## config.mk

```make
export PLATFORM = sky130hd
export DESIGN_NAME = vga_fb_writer
export DESIGN_NICKNAME = d
export VERILOG_FILES = /design/src/rtl/vga_fb_pkg.sv /design/src/rtl/fb_wr_fifo.sv /design/src/rtl/vga_fb_writer.sv
export SDC_FILE = /design/constraint.sdc
export NUM_CORES = 1
export LEC_CHECK = 0
export BUFFER_PORTS_ARGS = -buffer_cell sky130_fd_sc_hd__buf_2
export CAP_MARGIN = 0
export CORE_MARGIN = 2
export CORE_UTILIZATION = 50
export CTS_BUF_LIST = sky130_fd_sc_hd__clkbuf_16
export CTS_CLUSTER_SIZE = 20
export DETAILED_ROUTE_END_ITERATION = 10
export GPL_TIMING_DRIVEN = 0
export MAX_ROUTING_LAYER = met4
export PLACE_DENSITY_LB_ADDON = 0.08
export SLEW_MARGIN = 10
export SYNTH_ARGS = -nofsm -noshare
export SYNTH_HDL_FRONTEND = slang
export SYNTH_SLANG_ARGS = --single-unit
```

## constraint.sdc

```tcl
create_clock -name clk -period 7.2 [get_ports clk]
set_clock_uncertainty 0.2 [all_clocks]
set_input_delay 1.44 -clock clk [delete_from_list [all_inputs] [get_ports clk]]
set_output_delay 1.44 -clock clk [all_outputs]
set_load 0.02 [all_outputs]
```

## src/rtl/vga_fb_pkg.sv

```systemverilog
// Shared constants for the VGA framebuffer write controller: register map,
// STATUS bit positions, fill FSM encoding and framebuffer row pitch.
package vga_fb_pkg;

    localparam logic [2:0] REG_PIXEL     = 3'd0;
    localparam logic [2:0] REG_FILL_BASE = 3'd1;
    localparam logic [2:0] REG_FILL_SIZE = 3'd2;
    localparam logic [2:0] REG_FILL_CTRL = 3'd3;
    localparam logic [2:0] REG_STATUS    = 3'd4;
    localparam logic [2:0] REG_STATS     = 3'd5;

    localparam int ST_FIFO_EMPTY = 0;
    localparam int ST_FIFO_FULL  = 1;
    localparam int ST_FILL_BUSY  = 2;
    localparam int ST_OVERFLOW   = 3;

    localparam int ROW_PITCH = 256;
    localparam int ROW_SHIFT = $clog2(ROW_PITCH);

    typedef enum logic [0:0] {
        FILL_IDLE = 1'b0,
        FILL_RUN  = 1'b1
    } fill_state_e;

endpackage

```

## src/rtl/fb_wr_fifo.sv

```systemverilog
// Synchronous first-word-fall-through FIFO holding pending CPU pixel writes.
// Full/empty come from an occupancy counter; push to a full FIFO is refused.
module fb_wr_fifo #(
    parameter int DEPTH = 4,
    parameter int WIDTH = 24
) (
    input  logic             clk,
    input  logic             resetn,
    input  logic             push,
    input  logic [WIDTH-1:0] push_data,
    input  logic             pop,
    output logic [WIDTH-1:0] pop_data,
    output logic             full,
    output logic             empty
);

    localparam int AW = $clog2(DEPTH);
    localparam logic [AW-1:0] PTR_ONE  = AW'(1);
    localparam logic [AW:0]   CNT_ONE  = (AW+1)'(1);
    localparam logic [AW:0]   CNT_ZERO = (AW+1)'(0);
    localparam logic [AW:0]   CNT_FULL = (AW+1)'(DEPTH);

    logic [WIDTH-1:0] mem_q [DEPTH];
    logic [WIDTH-1:0] mem_d [DEPTH];
    logic [AW-1:0]    rd_ptr_q, rd_ptr_d;
    logic [AW-1:0]    wr_ptr_q, wr_ptr_d;
    logic [AW:0]      count_q, count_d;
    logic             do_push_s, do_pop_s;

    assign full     = (count_q == CNT_FULL);
    assign empty    = (count_q == CNT_ZERO);
    assign pop_data = mem_q[rd_ptr_q];

    // Next-state for storage, pointers and occupancy; full is judged before the pop.
    always_comb begin
        do_push_s = push & ~full;
        do_pop_s  = pop & ~empty;
        mem_d     = mem_q;
        wr_ptr_d  = wr_ptr_q;
        rd_ptr_d  = rd_ptr_q;
        if (do_push_s) begin
            mem_d[wr_ptr_q] = push_data;
            wr_ptr_d        = wr_ptr_q + PTR_ONE;
        end else begin
            wr_ptr_d = wr_ptr_q;
        end
        if (do_pop_s) begin
            rd_ptr_d = rd_ptr_q + PTR_ONE;
        end else begin
            rd_ptr_d = rd_ptr_q;
        end
        case ({do_push_s, do_pop_s})
            2'b10:   count_d = count_q + CNT_ONE;
            2'b01:   count_d = count_q - CNT_ONE;
            default: count_d = count_q;
        endcase
    end

    // State registers with synchronous flush.
    always_ff @(posedge clk) begin
        if (!resetn) begin
            mem_q    <= '{default: {WIDTH{1'b0}}};
            rd_ptr_q <= {AW{1'b0}};
            wr_ptr_q <= {AW{1'b0}};
            count_q  <= CNT_ZERO;
        end else begin
            mem_q    <= mem_d;
            rd_ptr_q <= rd_ptr_d;
            wr_ptr_q <= wr_ptr_d;
            count_q  <= count_d;
        end
    end

endmodule

```

## src/rtl/vga_fb_writer.sv

```systemverilog
// CPU-side write controller sharing the framebuffer BRAM write port between a
// pixel FIFO and a rectangle-fill engine. Optional pixel counter: VGA_FB_WRITER_STATS_EN.
module vga_fb_writer
    import vga_fb_pkg::*;
#(
    parameter int FB_AW      = 16,
    parameter int FIFO_DEPTH = 4
) (
    input  logic             clk,
    input  logic             resetn,
    input  logic             valid,
    input  logic [2:0]       addr,
    input  logic [31:0]      wdata,
    input  logic             wstrb,
    output logic [31:0]      rdata,
    output logic             fb_en,
    output logic             fb_we,
    output logic [FB_AW-1:0] fb_addr,
    output logic [7:0]       fb_wdata
);

    logic              wr_s, wr_pixel_s, wr_base_s, wr_size_s, wr_ctrl_s, wr_status_s;
    logic              fifo_full_s, fifo_empty_s;
    logic [23:0]       fifo_head_s;
    logic              fill_req_s, grant_fifo_s, grant_fill_s;
    logic [23:0]       fill_lin_s;
    logic [FB_AW-1:0]  fill_addr_s;
    logic [3:0]        status_s;
    logic [7:0]        unused_wdata_s;

    fill_state_e       state_q, state_d;
    logic [15:0]       base_reg_q, base_reg_d;
    logic [7:0]        width_reg_q, width_reg_d;
    logic [7:0]        height_reg_q, height_reg_d;
    logic [15:0]       run_base_q, run_base_d;
    logic [7:0]        run_w_q, run_w_d;
    logic [7:0]        run_h_q, run_h_d;
    logic [7:0]        colour_q, colour_d;
    logic [7:0]        x_q, x_d;
    logic [7:0]        y_q, y_d;
    logic              overflow_q, overflow_d;
    logic              last_fifo_q, last_fifo_d;
    logic              fb_en_q, fb_en_d;
    logic              fb_we_q, fb_we_d;
    logic [FB_AW-1:0]  fb_addr_q, fb_addr_d;
    logic [7:0]        fb_wdata_q, fb_wdata_d;
    logic [31:0]       rdata_q, rdata_d;

    assign unused_wdata_s = wdata[31:24];

    assign wr_s        = valid & wstrb;
    assign wr_pixel_s  = wr_s & (addr == REG_PIXEL);
    assign wr_base_s   = wr_s & (addr == REG_FILL_BASE);
    assign wr_size_s   = wr_s & (addr == REG_FILL_SIZE);
    assign wr_ctrl_s   = wr_s & (addr == REG_FILL_CTRL);
    assign wr_status_s = wr_s & (addr == REG_STATUS);

    fb_wr_fifo #(
        .DEPTH (FIFO_DEPTH),
        .WIDTH (24)
    ) u_fifo (
        .clk       (clk),
        .resetn    (resetn),
        .push      (wr_pixel_s),
        .push_data (wdata[23:0]),
        .pop       (grant_fifo_s),
        .pop_data  (fifo_head_s),
        .full      (fifo_full_s),
        .empty     (fifo_empty_s)
    );

    // Port arbitration: when both sources wait, take turns, FIFO first after a start.
    always_comb begin
        fill_req_s   = (state_q == FILL_RUN);
        grant_fifo_s = ~fifo_empty_s & (~fill_req_s | ~last_fifo_q);
        grant_fill_s = fill_req_s & ~grant_fifo_s;
        last_fifo_d  = fill_req_s & grant_fifo_s;
        fill_lin_s   = {8'h00, run_base_q} + ({16'h0000, y_q} << ROW_SHIFT) + {16'h0000, x_q};
        fill_addr_s  = FB_AW'(fill_lin_s);
    end

    // Bus-visible configuration and sticky overflow.
    always_comb begin
        base_reg_d   = base_reg_q;
        width_reg_d  = width_reg_q;
        height_reg_d = height_reg_q;
        overflow_d   = overflow_q;
        if (wr_base_s) begin
            base_reg_d = wdata[15:0];
        end else begin
            base_reg_d = base_reg_q;
        end
        if (wr_size_s) begin
            width_reg_d  = wdata[7:0];
            height_reg_d = wdata[15:8];
        end else begin
            width_reg_d  = width_reg_q;
            height_reg_d = height_reg_q;
        end
        if (wr_status_s && wdata[ST_OVERFLOW]) begin
            overflow_d = 1'b0;
        end else if (wr_pixel_s && fifo_full_s) begin
            overflow_d = 1'b1;
        end else begin
            overflow_d = overflow_q;
        end
    end

    // Fill FSM: geometry is shadowed at start so later bus writes wait for the next fill.
    always_comb begin
        state_d    = state_q;
        x_d        = x_q;
        y_d        = y_q;
        colour_d   = colour_q;
        run_base_d = run_base_q;
        run_w_d    = run_w_q;
        run_h_d    = run_h_q;
        case (state_q)
            FILL_IDLE: begin
                if (wr_ctrl_s && wdata[8] && (width_reg_q != 8'd0) && (height_reg_q != 8'd0)) begin
                    state_d    = FILL_RUN;
                    x_d        = 8'd0;
                    y_d        = 8'd0;
                    colour_d   = wdata[7:0];
                    run_base_d = base_reg_q;
                    run_w_d    = width_reg_q;
                    run_h_d    = height_reg_q;
                end else begin
                    state_d = FILL_IDLE;
                end
            end
            FILL_RUN: begin
                if (grant_fill_s) begin
                    if (x_q == run_w_q - 8'd1) begin
                        x_d = 8'd0;
                        if (y_q == run_h_q - 8'd1) begin
                            state_d = FILL_IDLE;
                        end else begin
                            y_d = y_q + 8'd1;
                        end
                    end else begin
                        x_d = x_q + 8'd1;
                    end
                end else begin
                    state_d = FILL_RUN;
                end
            end
            default: state_d = FILL_IDLE;
        endcase
    end

    // BRAM port drive, one cycle after the grant.
    always_comb begin
        fb_en_d    = grant_fifo_s | grant_fill_s;
        fb_we_d    = grant_fifo_s | grant_fill_s;
        fb_addr_d  = fb_addr_q;
        fb_wdata_d = fb_wdata_q;
        if (grant_fifo_s) begin
            fb_addr_d  = FB_AW'(fifo_head_s[15:0]);
            fb_wdata_d = fifo_head_s[23:16];
        end else if (grant_fill_s) begin
            fb_addr_d  = fill_addr_s;
            fb_wdata_d = colour_q;
        end else begin
            fb_addr_d  = fb_addr_q;
            fb_wdata_d = fb_wdata_q;
        end
    end

`ifdef VGA_FB_WRITER_STATS_EN
    logic        wr_stats_s;
    logic [31:0] pixel_count_q, pixel_count_d;

    assign wr_stats_s = wr_s & (addr == REG_STATS);

    // Pixel counter: a clear wins over a same-cycle increment.
    always_comb begin
        if (wr_stats_s) begin
            pixel_count_d = 32'd0;
        end else if (fb_en_d) begin
            pixel_count_d = pixel_count_q + 32'd1;
        end else begin
            pixel_count_d = pixel_count_q;
        end
    end

    // Counter register.
    always_ff @(posedge clk) begin
        if (!resetn) begin
            pixel_count_q <= 32'd0;
        end else begin
            pixel_count_q <= pixel_count_d;
        end
    end
`endif

    // Read mux, sampled every clock regardless of valid.
    always_comb begin
        status_s                = 4'b0000;
        status_s[ST_FIFO_EMPTY] = fifo_empty_s;
        status_s[ST_FIFO_FULL]  = fifo_full_s;
        status_s[ST_FILL_BUSY]  = (state_q == FILL_RUN);
        status_s[ST_OVERFLOW]   = overflow_q;
        case (addr)
            REG_STATUS: rdata_d = {28'h0000000, status_s};
`ifdef VGA_FB_WRITER_STATS_EN
            REG_STATS:  rdata_d = pixel_count_q;
`endif
            default:    rdata_d = 32'h00000000;
        endcase
    end

    // Main state registers.
    always_ff @(posedge clk) begin
        if (!resetn) begin
            state_q      <= FILL_IDLE;
            base_reg_q   <= 16'h0000;
            width_reg_q  <= 8'h00;
            height_reg_q <= 8'h00;
            run_base_q   <= 16'h0000;
            run_w_q      <= 8'h00;
            run_h_q      <= 8'h00;
            colour_q     <= 8'h00;
            x_q          <= 8'h00;
            y_q          <= 8'h00;
            overflow_q   <= 1'b0;
            last_fifo_q  <= 1'b0;
            fb_en_q      <= 1'b0;
            fb_we_q      <= 1'b0;
            fb_addr_q    <= {FB_AW{1'b0}};
            fb_wdata_q   <= 8'h00;
            rdata_q      <= 32'h00000000;
        end else begin
            state_q      <= state_d;
            base_reg_q   <= base_reg_d;
            width_reg_q  <= width_reg_d;
            height_reg_q <= height_reg_d;
            run_base_q   <= run_base_d;
            run_w_q      <= run_w_d;
            run_h_q      <= run_h_d;
            colour_q     <= colour_d;
            x_q          <= x_d;
            y_q          <= y_d;
            overflow_q   <= overflow_d;
            last_fifo_q  <= last_fifo_d;
            fb_en_q      <= fb_en_d;
            fb_we_q      <= fb_we_d;
            fb_addr_q    <= fb_addr_d;
            fb_wdata_q   <= fb_wdata_d;
            rdata_q      <= rdata_d;
        end
    end

    assign fb_en    = fb_en_q;
    assign fb_we    = fb_we_q;
    assign fb_addr  = fb_addr_q;
    assign fb_wdata = fb_wdata_q;
    assign rdata    = rdata_q;

endmodule

```

==> results of run 1 <==
cell usage in the layout, fill, tap and decap left out, drive strengths merged, types with 11 or more instances in the layout:
cell type / count
xnor2: 21
inv: 33
dfxtp: 223
nand3: 108
nor3: 25
conb: 28
a2111oi: 11
o21ai: 27
nor2: 97
mux4: 24
ha: 24
nand2: 212
xor2: 15
a21oi: 151
mux2i: 52
clkbuf: 97
buf: 101
and3: 13
power by group:
part | internal, mW | switching, mW
logic | 0.200 | 0.394
registers | 1.29 | 0.0396
clock network | 0.619 | 0.489
total | 2.11 | 0.922
final timing paths:
kind	slack, ns	end	cells past startpoint
setup / recovery	2.90	u_fifo.count_q[2]	14
hold / removal	0.25	u_fifo.mem_q[47]	2
setup reg to reg	3.83	u_fifo.count_q[2]	13
hold reg to reg	0.25	u_fifo.mem_q[47]	2
cell families after synthesis:
group | Yosys count | share of synthesized area, %
fa+ha+maj | 26 | 3.25
mux | 79 | 10.5
simple gates | 496 | 21.1
buf+inv | 139 | 6.05
xor+xnor | 36 | 3.01
compound gates | 237 | 13.3
flops | 223 | 42.7
other cells | 1 | 0.0358
area by class of cell:
cell class              count  share of cell area [%]
plain buffers             114                    4.53
inverters                  25                   0.789
repair buffers             59                    2.48
clock buffers              25                    5.26
clock inverters            17                   0.568
flip-flops and latches    223                    37.5
multi-input cells         902                    46.0
well taps                 270                    2.84
worst register-to-register path, stage by stage, from the launching register on:
cell and delay (ns):
dfxtp_1 0.39, nor2_1 0.09, nand2_1 0.09, and3_1 0.18
clkbuf_1 0.21, buf_1 0.47, clkbuf_1 0.57, inv_1 0.11
ha_1 0.23, inv_1 0.07, fa_1 0.17, xor2_1 0.07
or3_1 0.30, a21oi_1 0.13
flip-flops by register name (all words and copies together) (netlist names), 8 cells and up:
signal        cells
u_fifo.mem_q     96
base_reg_q       16
fb_addr          16
run_base_q       16
colour_q          8
fb_wdata          8
height_reg_q      8
run_h_q           8
run_w_q           8
width_reg_q       8
x_q               8
y_q               8
metal layers:
layer / up-vias / share of wire (%) / wire length [um] / track usage [%]
met2: 275 / 48 / 14600 / 47.6
met1: 4275 / 43 / 13200 / 36.5
met5: - / 0 / 0 / -
li1: 4497 / - / - / -
met3: 60 / 5.9 / 1800 / 4.02
met4: 0 / 2.9 / 898 / 8.10
synthesized netlist by cell type (3+ instances only):
master     number  area, sq um
nand3_1       108          541
inv_1          24         90.1
a2111oi_0      11         96.3
a31oi_1         5         31.3
nor2_1         97          364
nor3_1         25          125
buf_1          11         41.3
mux2i_1        52          521
o21ai_0        25          125
buf_4          29          218
a211oi_1        3         22.5
and3_1         11         68.8
or3_1           6         37.5
nor2b_1         3         18.8
a21o_1          8         60.1
o221ai_1        4         35.0
mux4_2         24          541
a21oi_1       151          756
clkbuf_1       72          270
nand4_1         3         18.8
nand3b_1        5         37.5
a311oi_1        4         35.0
nor4_1          9         56.3
xor2_1         15          131
nand2_1       212          796
and2_1          3         18.8
xnor2_1        21          184
dfxtp_1       223         4460
ha_1           24          300
per-stage QoR:
stage / hold WS (ns) / setup WS, ns / instances / power [mW] / util [%]
after CTS: 0.250 / 2.94 / 1635 / 3.04 / 58.4
after global placement: 0.239 / 2.44 / 1593 / 1.94 / 55.0
after floorplan: 0.208 / 3.35 / 1264 / 1.75 / -
after detailed placement: 0.239 / 2.41 / 1593 / 1.94 / 55.0
final: 0.251 / 2.90 / 1635 / 3.03 / 58.4
after global routing: 0.266 / 2.70 / 1635 / 3.15 / 58.4
==> run_results.csv, run 1 <==
group,metric,value,unit
clock_tree,post_cts_buffers,0,
clock_tree,clock_path_buffers,3,
power_and_ir_drop,pwr_density_cell,255,nW/um^2
routing,wl,30500,um
synth,ys_ff_latch,223,
synth,synth_cells,1237,
placed_design,port_buffers,59,
global_routing,antenna_found_initial,0,
floorplanning,die_area,22100,sq um
routing,viasPerCell,5.57,
worst_setup_path,worstSetupPathType,"in2reg",
routing,drt_iter0_drc,645,
global_routing,grt_pass1_wl,47800,um
clock_tree,cts_resized,0,
clock_tree,tritoncts,"yes",
worst_setup_path,cpMaxStageDelayCell,"clkbuf_1",
timing,fin_crit_sh,59.7,%
synth,synth-main-ff-cell,"dfxtp_1",
synth,syn-mean-instance-area,8.46,sq um
synth,synth_area,10500,sq um
final_layout,design_area,11900,sq um
timing,setup_tns,0,ns
worst_setup_path,r2r-start,"u_fifo.count_q[0]",
synth,ys_warn_count,0,
floorplanning,die_w,149,um
worst_setup_path,endpoint_kind,"flip-flop",
clock_tree,hold_buffers,0,
floorplanning,die_height,149,um
worst_setup_path,worst_ep_required_time,7.44,ns
min_path,min_from,"u_fifo.mem_q[47]",
final_layout,n_antenna_cell,0,
floorplanning,initial_core_util,51.4,%
clock_tree,insertion_delay,0.52,ns
power_and_ir_drop,ir_drop,240,uV
clock_tree,clk_pin_slew,0.06,ns
routing,ant_nets,0,
synth,yosysSeqAreaShare,42.7,%
global_routing,grt_overflow,0,
clock_tree,clock_sinks,223,
worst_setup_path,start_kind,"input pin",
synth,synth-async-reset-ratio,0,%
timing,fin_crit,4.30,ns
final_layout,nFillCells,1876,
timing,relSlewSlack,42.6,%
run,maxCapViolations,0,
clock_tree,cts_root_buffer,"clkbuf_16",
placed_design,dp_hpwl,22400,um
worst_setup_path,arrival,4.54,ns
global_routing,grt_use_total,28.6,%
min_path,hp-class,"reg2reg",
final_layout,drive_gt1_share,11.4,%
synth,synth_edf_count,0,
final_layout,multi_input_area,5470,sq um
power_and_ir_drop,leakagePower,4.70,nW
final_layout,fin_nets,1414,
worst_setup_path,cpLargestDelayFamily,"buffers and inverters",
worst_setup_path,cp_cell_sequence,"buf_2 -> nand2_1 -> nor2_1 -> and3_1 -> clkbuf_1 -> buf_1 -> clkbuf_1 -> inv_1 -> ha_1 -> inv_1 -> fa_1 -> xor2_1 -> or3_1 -> a21oi_1",
timing,rsz0062_at_grt,"false",
timing,hold_viol,0,
synth,ys_types,65,
worst_setup_path,path_buf_inv,6,
routing,vias,9107,
placed_design,gp_congestion,0.901,
floorplanning,rows,52,
timing,tightest_slew,0.861,ns
timing,slew_violations,0,
clock_tree,htreeDepth,1,
global_routing,grt_max_degree,13,
worst_setup_path,cpPeakStageDelay,0.57,ns
floorplanning,io_pins,97,
worst_setup_path,path_max_fanout,10,
routing,drt-wirelength-per-cell,18.7,um
final_layout,seq_area,4460,sq um
routing,drc_errors,0,
status,outcome,"finished clean",
global_routing,grt_pass1_vias,8623,
placed_design,dpl_cell_area,11200,sq um
clock_tree,cts_buffers,24,
final_layout,area.growth.synth_to_final,13.7,%
worst_setup_path,startpoint,"wstrb",
timing,maxClockFrequency,233,MHz
floorplanning,core,20400,sq um
timing,setup_viol,0,
routing,drt_pass1_iterations,6,
Power figures use the tool's default switching activity.
==> run 2: changes to the inputs <==
ABC_AREA = 1   (was not set)
clock period = 4.3 ns   (was 7.2 ns; I/O delays follow)
==> run 2 against run 1 <==
Effect of this change: clock power is 77% higher; design area is 1.6% higher; wire length is 9.3% higher; synthesized cell count is 19% higher; non-clock buffer count is 3 higher; critical endpoint unchanged; cell count is 15% higher; sequential power is 74% higher; critical path depth is 1 lower; count of clock-buffer cells in the layout is 1 lower; sequential share of layout area is 0.58 points lower; largest power group unchanged.
==> run_results.csv, run 2 <==
group,metric,value,unit
timing,maxClockFrequency,346,MHz
timing,setup_tns,0,ns
clock_tree,clk_pin_slew,0.06,ns
final_layout,final_util,57.8,%
synth,synth.most_common_cell,"nand2_1",
clock_tree,clock_path_buffers,3,
routing,drt-wirelength-per-cell,17.8,um
floorplanning,initial_core_util,50.7,%
worst_setup_path,cp_cell_sequence,"nor2_2 -> nand2_1 -> nand2_2 -> inv_2 -> buf_2 -> buf_2 -> ha_1 -> inv_1 -> fa_1 -> a21oi_1 -> o21ai_0 -> o21ai_0 -> a21oi_1",
floorplanning,die_w,150,um
timing,hold_viol,0,
power_and_ir_drop,p_seq_share,39.8,%
power_and_ir_drop,switching_share,35.4,%
worst_setup_path,endpoint,"u_fifo.count_q[2]",
worst_setup_path,worstSetupPathType,"reg2reg",
timing,rsz0062_at_grt,"false",
worst_setup_path,cpMaxStageDelayCell,"dfxtp_1",
placed_design,port_buffers,60,
final_layout,fin_nets,1652,
floorplanning,die_height,150,um
routing,viasPerCell,5.50,
synth,synth-async-reset-ratio,0,%
final_layout,largest_reg_flops,96,
worst_setup_path,worst_ep_required_time,4.52,ns
routing,vias,10307,
synth,synth.area.top_cells,"dfxtp_1 (42%), a21oi_1 (11%), nand2_1 (9.0%)",
run,maxCapViolations,0,
timing,setup_viol,0,
final_layout,drive_gt1_share,10.7,%
worst_setup_path,path_max_fanout,10,
placed_design,pre_cts_slack,1.39,ns
clock_tree,insertion_delay,0.54,ns
worst_setup_path,cpLargestDelayFamily,"buffers and inverters",
power_and_ir_drop,clock_power_share,33.9,%
worst_setup_path,r2r_cells,13,
clock_tree,clock_sinks,223,
global_routing,grt_pass1_wl,51400,um
final_layout,n_antenna_cell,0,
timing,fin_crit_sh,67.2,%
final_layout,nFillCells,2071,
floorplanning,rows,53,
min_path,hp-class,"reg2reg",
global_routing,antenna_found_initial,0,
routing,drc_errors,0,
clock_tree,tritoncts,"yes",
power_and_ir_drop,pwr-share-comb,26.3,%
global_routing,grt_overflow,0,
worst_setup_path,cpPeakStageDelay,0.39,ns
worst_setup_path,rr_endpoint,"u_fifo.count_q[2]",
synth,ys_ff_latch,223,
synth,synth_top_area_share,42.1,%
status,outcome,"finished clean",
clock_tree,cts_resized,0,
worst_setup_path,arrival,3.11,ns
power_and_ir_drop,pwr_density_cell,481,nW/um^2
floorplanning,io_pins,97,
final_layout,seq_area,4460,sq um
power_and_ir_drop,total_power,5.81,mW
routing,drt_pass1_iterations,5,
synth,ys_warn_count,0,
power_and_ir_drop,internal-power,3.75,mW
final_layout,area.growth.synth_to_final,14.0,%
placed_design,dp.cells,1836,
final_layout,largest-register,"u_fifo.mem_q",
timing,slew_violations,0,
timing,relSlewSlack,52.1,%
power_and_ir_drop,ir_drop,360,uV
power_and_ir_drop,p_switching,2.06,mW
synth,netlist_top_cells_count,"nand2_1 (255), a21oi_1 (237), dfxtp_1 (223)",
synth,synth_edf_count,0,
routing,drt_iter0_drc,848,
placed_design,gp_congestion,0.968,
synth,ys_types,39,
timing,fin_crit,2.89,ns
routing,ant_nets,0,
worst_setup_path,r2r-start,"u_fifo.count_q[0]",
global_routing,grt_pass1_vias,9477,
clock_tree,cts_root_buffer,"clkbuf_16",
synth,synth_area,10600,sq um
global_routing,grt_max_degree,14,
synth,synth_cells,1474,
final_layout,final_cell_mix,"nand2_1 (255), a21oi_1 (237), dfxtp_1 (223)",
clock_tree,post_cts_buffers,0,
global_routing,grt_use_total,30.5,%
worst_setup_path,startpoint,"u_fifo.count_q[0]",
clock_tree,hold_buffers,0,
final_layout,multi_input_area,5150,sq um
timing,fin_ws,1.41,ns
worst_setup_path,r2r_slack,1.41,ns
power_and_ir_drop,leakagePower,4.91,nW
floorplanning,die_area,22400,sq um
synth,synth_area_leader_cell,"dfxtp_1",
synth,yosysSeqAreaShare,42.1,%
synth,syn-mean-instance-area,7.19,sq um
routing,wl,33400,um
clock_tree,htreeDepth,1,
worst_setup_path,path_buf_inv,4,
final_layout,fin_cells,1875,
clock_tree,cts_buffers,24,
worst_setup_path,path_depth,13,
timing,tightest_slew,0.718,ns
synth,synth-main-ff-cell,"dfxtp_1",
floorplanning,core,20900,sq um
worst_setup_path,start_kind,"flip-flop",
final_layout,final_common_cell,"nand2_1",
worst_setup_path,endpoint_kind,"flip-flop",
placed_design,dp_hpwl,25000,um
==> run 2: cell count changes in the layout (fill, tap and decap cells not counted), moves of 24 or more <==
cell / previous run / this run
o21ai_0: 25 / 177
inv_1: 32 / 126
a21oi_1: 151 / 237
mux2i_1: 52 / 0
nand2_1: 212 / 255
mux4_2: 24 / 0
==> run 2: cells by family after synthesis <==
kind of cell | synth area share (%)
AO/OA/AOI/OAI | 21.3
XOR/XNOR | 1.74
adder cells (fa/ha/maj) | 3.21
buffers and inverters | 10.3
flip-flops | 42.1
other | 0.0354
AND/OR/NAND/NOR | 21.3
==> run 2: power groups by stage <==
stage          Clock (mW)  Combinational (mW)  Sequential (mW)
3_5_place_dp            0                1.50             2.35
4_1_cts              1.98                1.51             2.31
3_3_place_gp            0                1.49             2.35
5_1_grt              2.06                1.67             2.32
6_report             1.97                1.53             2.32
2_1_floorplan           0               0.840             2.43
==> run 2: how the worst min path moves through the flow <==
stage,startpoint,endpoint,slack [ns],cells after the start
CTS,overflow_q,rdata[3],0.24,2
finish,overflow_q,rdata[3],0.23,2
detailed placement,overflow_q,rdata[3],0.23,2
global placement,overflow_q,rdata[3],0.23,2
floorplan,overflow_q,rdata[3],0.21,2
global route,u_fifo.mem_q[68],u_fifo.mem_q[68],0.27,2
==> run 2: cell type report <==
cell class / count / area share, %
multi-input combinational: 1036 / 42.6
sequential: 223 / 37.0
buffer: 116 / 5.10
clock buffer: 24 / 4.97
inverter: 126 / 3.92
tap: 275 / 2.85
timing repair buffer: 60 / 2.49
clock inverter: 15 / 1.12
==> run 2: metal layers <==
layer | GRT usage [%] | wire [um]
met5 | - | 0
met4 | 11.3 | 1230
met3 | 3.54 | 2130
met2 | 50.3 | 16000
met1 | 38.5 | 14000
==> run 2: worst min-delay path: cells and delay by family (launching register included) <==
| family | cells | cell delay (ns) |
|---|---|---|
| simple gates | 1 | 0.03 |
| buf+inv | 1 | 0.05 |
| flops | 1 | 0.31 |
==> run 2: stage by stage <==
stage	hold WS, ns	cell area, sq um
floorplan	0.208	10700
global placement	0.230	11300
detailed placement	0.229	11300
CTS	0.238	12100
global route	0.267	12100
finish	0.233	12100
==> run 3: changes to the inputs <==
clock period = 2.7 ns   (was 4.3 ns; I/O delays follow)
==> run 3 against run 2 <==
Effect of this change: critical path type unchanged; sequential cell count is the same; clock power grew 59%; count of clock-buffer cells in the layout is the same; total power grew 59%; combinational power grew 59%; critical path depth shrank 1; register-to-register slack lost 1.2 ns; largest cell class unchanged.
==> run_results.csv, run 3 (synthesis gave the netlist of run 2 again) <==
group,metric,value,unit
floorplanning,core,20900,sq um
timing,maxClockFrequency,400,MHz
worst_setup_path,cpMaxStageDelayCell,"fa_1",
routing,drc_errors,0,
global_routing,grt_pass1_wl,51400,um
worst_setup_path,cpLargestDelayFamily,"buffers and inverters",
final_layout,design_area,12100,sq um
run,maxCapViolations,0,
routing,wl,33300,um
worst_setup_path,path_max_fanout,12,
power_and_ir_drop,ir_drop,569,uV
timing,setup_tns,0,ns
timing,hold_viol,0,
clock_tree,hold_buffers,0,
status,outcome,"finished clean",
routing,viasPerCell,5.45,
timing,rsz0062_at_grt,"false",
clock_tree,htreeDepth,1,
power_and_ir_drop,total_power,9.26,mW
floorplanning,die_height,150,um
power_and_ir_drop,pwr_density_cell,766,nW/um^2
global_routing,grt_max_degree,14,
clock_tree,cts_root_buffer,"clkbuf_16",
timing,holdWs,0.0515,ns
final_layout,largest-register,"u_fifo.mem_q",
floorplanning,rows,53,
clock_tree,tritoncts,"yes",
final_layout,largest_reg_flops,96,
global_routing,antenna_found_initial,0,
final_layout,nFillCells,2064,
clock_tree,clk_pin_slew,0.06,ns
final_layout,drive_gt1_share,10.8,%
final_layout,seq_area,4470,sq um
worst_setup_path,endpoint_kind,"flip-flop",
worst_setup_path,r2r_slack,0.20,ns
routing,vias,10213,
placed_design,pre_cts_slack,-0.171,ns
timing,setup_viol,0,
final_layout,final_util,57.9,%
global_routing,grt_pass1_vias,9469,
timing,slew_violations,0,
routing,drt-wirelength-per-cell,17.8,um
final_layout,multi_input_area,5160,sq um
clock_tree,clock_path_buffers,3,
final_layout,fin_cells,1874,
final_layout,fin_nets,1651,
floorplanning,io_pins,97,
timing,relSlewSlack,51.2,%
floorplanning,die_area,22400,sq um
power_and_ir_drop,leakagePower,4.91,nW
final_layout,final_cell_mix,"nand2_1 (254), a21oi_1 (237), dfxtp_1 (222)",
floorplanning,initial_core_util,50.7,%
worst_setup_path,path_buf_inv,4,
timing,fin_ws,0.197,ns
routing,ant_nets,0,
routing,drt_iter0_drc,847,
worst_setup_path,cp_cell_sequence,"buf_2 -> nand2_1 -> nand2_2 -> clkinv_4 -> buf_4 -> ha_1 -> inv_1 -> fa_1 -> a21oi_1 -> o21ai_0 -> o21ai_0 -> a21oi_1",
clock_tree,clock_sinks,223,
timing,fin_crit_sh,92.7,%
placed_design,dp_hpwl,25000,um
placed_design,gp_congestion,0.968,
final_layout,n_antenna_cell,0,
placed_design,port_buffers,60,
placed_design,dpl_cell_area,11300,sq um
final_layout,area.growth.synth_to_final,14.1,%
clock_tree,insertion_delay,0.54,ns
final_layout,final_common_cell,"nand2_1",
global_routing,grt_use_total,30.4,%
floorplanning,die_w,150,um
placed_design,dp.cells,1836,
global_routing,grt_overflow,0,
routing,drt_pass1_iterations,7,
min_path,hp-class,"in2reg",
worst_setup_path,arrival,2.73,ns
worst_setup_path,worst_ep_required_time,2.92,ns
timing,tightest_slew,0.732,ns
worst_setup_path,cpPeakStageDelay,0.37,ns
clock_tree,cts_buffers,24,
timing,fin_crit,2.50,ns
worst_setup_path,start_kind,"flip-flop",
worst_setup_path,worstSetupPathType,"reg2reg",
run 3: worst paths after layout:
check	startpoint	end	cells after the start
max	fill_req_s	u_fifo.count_q[2]	12
min	addr[2]	overflow_q	2
max reg2reg	fill_req_s	u_fifo.count_q[2]	12
min reg2reg	overflow_q	rdata[3]	2
run 3: worst reg2reg max path: cells and delay by family, from the launching register on:
family,cells,cell delay (ns)
buffers and inverters,4,0.64
AOI/OAI and AO/OA,4,0.47
and+or+nand+nor,2,0.26
adders and majority gates,2,0.53
DFF,1,0.29
run 3: where the power goes:
part | total [mW] | internal [mW] | switching, mW
Combinational | 2.44 | 0.678 | 1.76
Sequential | 3.69 | 3.51 | 0.178
Clock | 3.13 | 1.80 | 1.34
run 3: layout make-up:
class,instances,share of cell area (%)
Buffer,115,5.07
Clock buffer,24,4.97
Tap cell,275,2.85
Inverter,126,3.95
Clock inverter,15,1.12
Sequential cell,223,36.9
Multi-Input combinational cell,1036,42.6
Timing Repair Buffer,60,2.48
run 3: per-layer routing:
metal / global-route usage, % / up-vias / part of all wire [%]
met3: 3.54 / 73 / 6.6
met1: 38.5 / 4692 / 42
met2: 50.2 / 361 / 48
met5: - / - / 0
met4: 11.3 / 0 / 3.6
li1: - / 5087 / -
run 3: timing repair:
| item | 4_1_cts | 5_1_grt |
|---|---|---|
| buffers inserted | 0 | 0 |
| endpoints found under the setup margin | 1 | 3 |
| resized for setup | 2 | 6 |
| endpoints found under the hold margin | 0 | 0 |
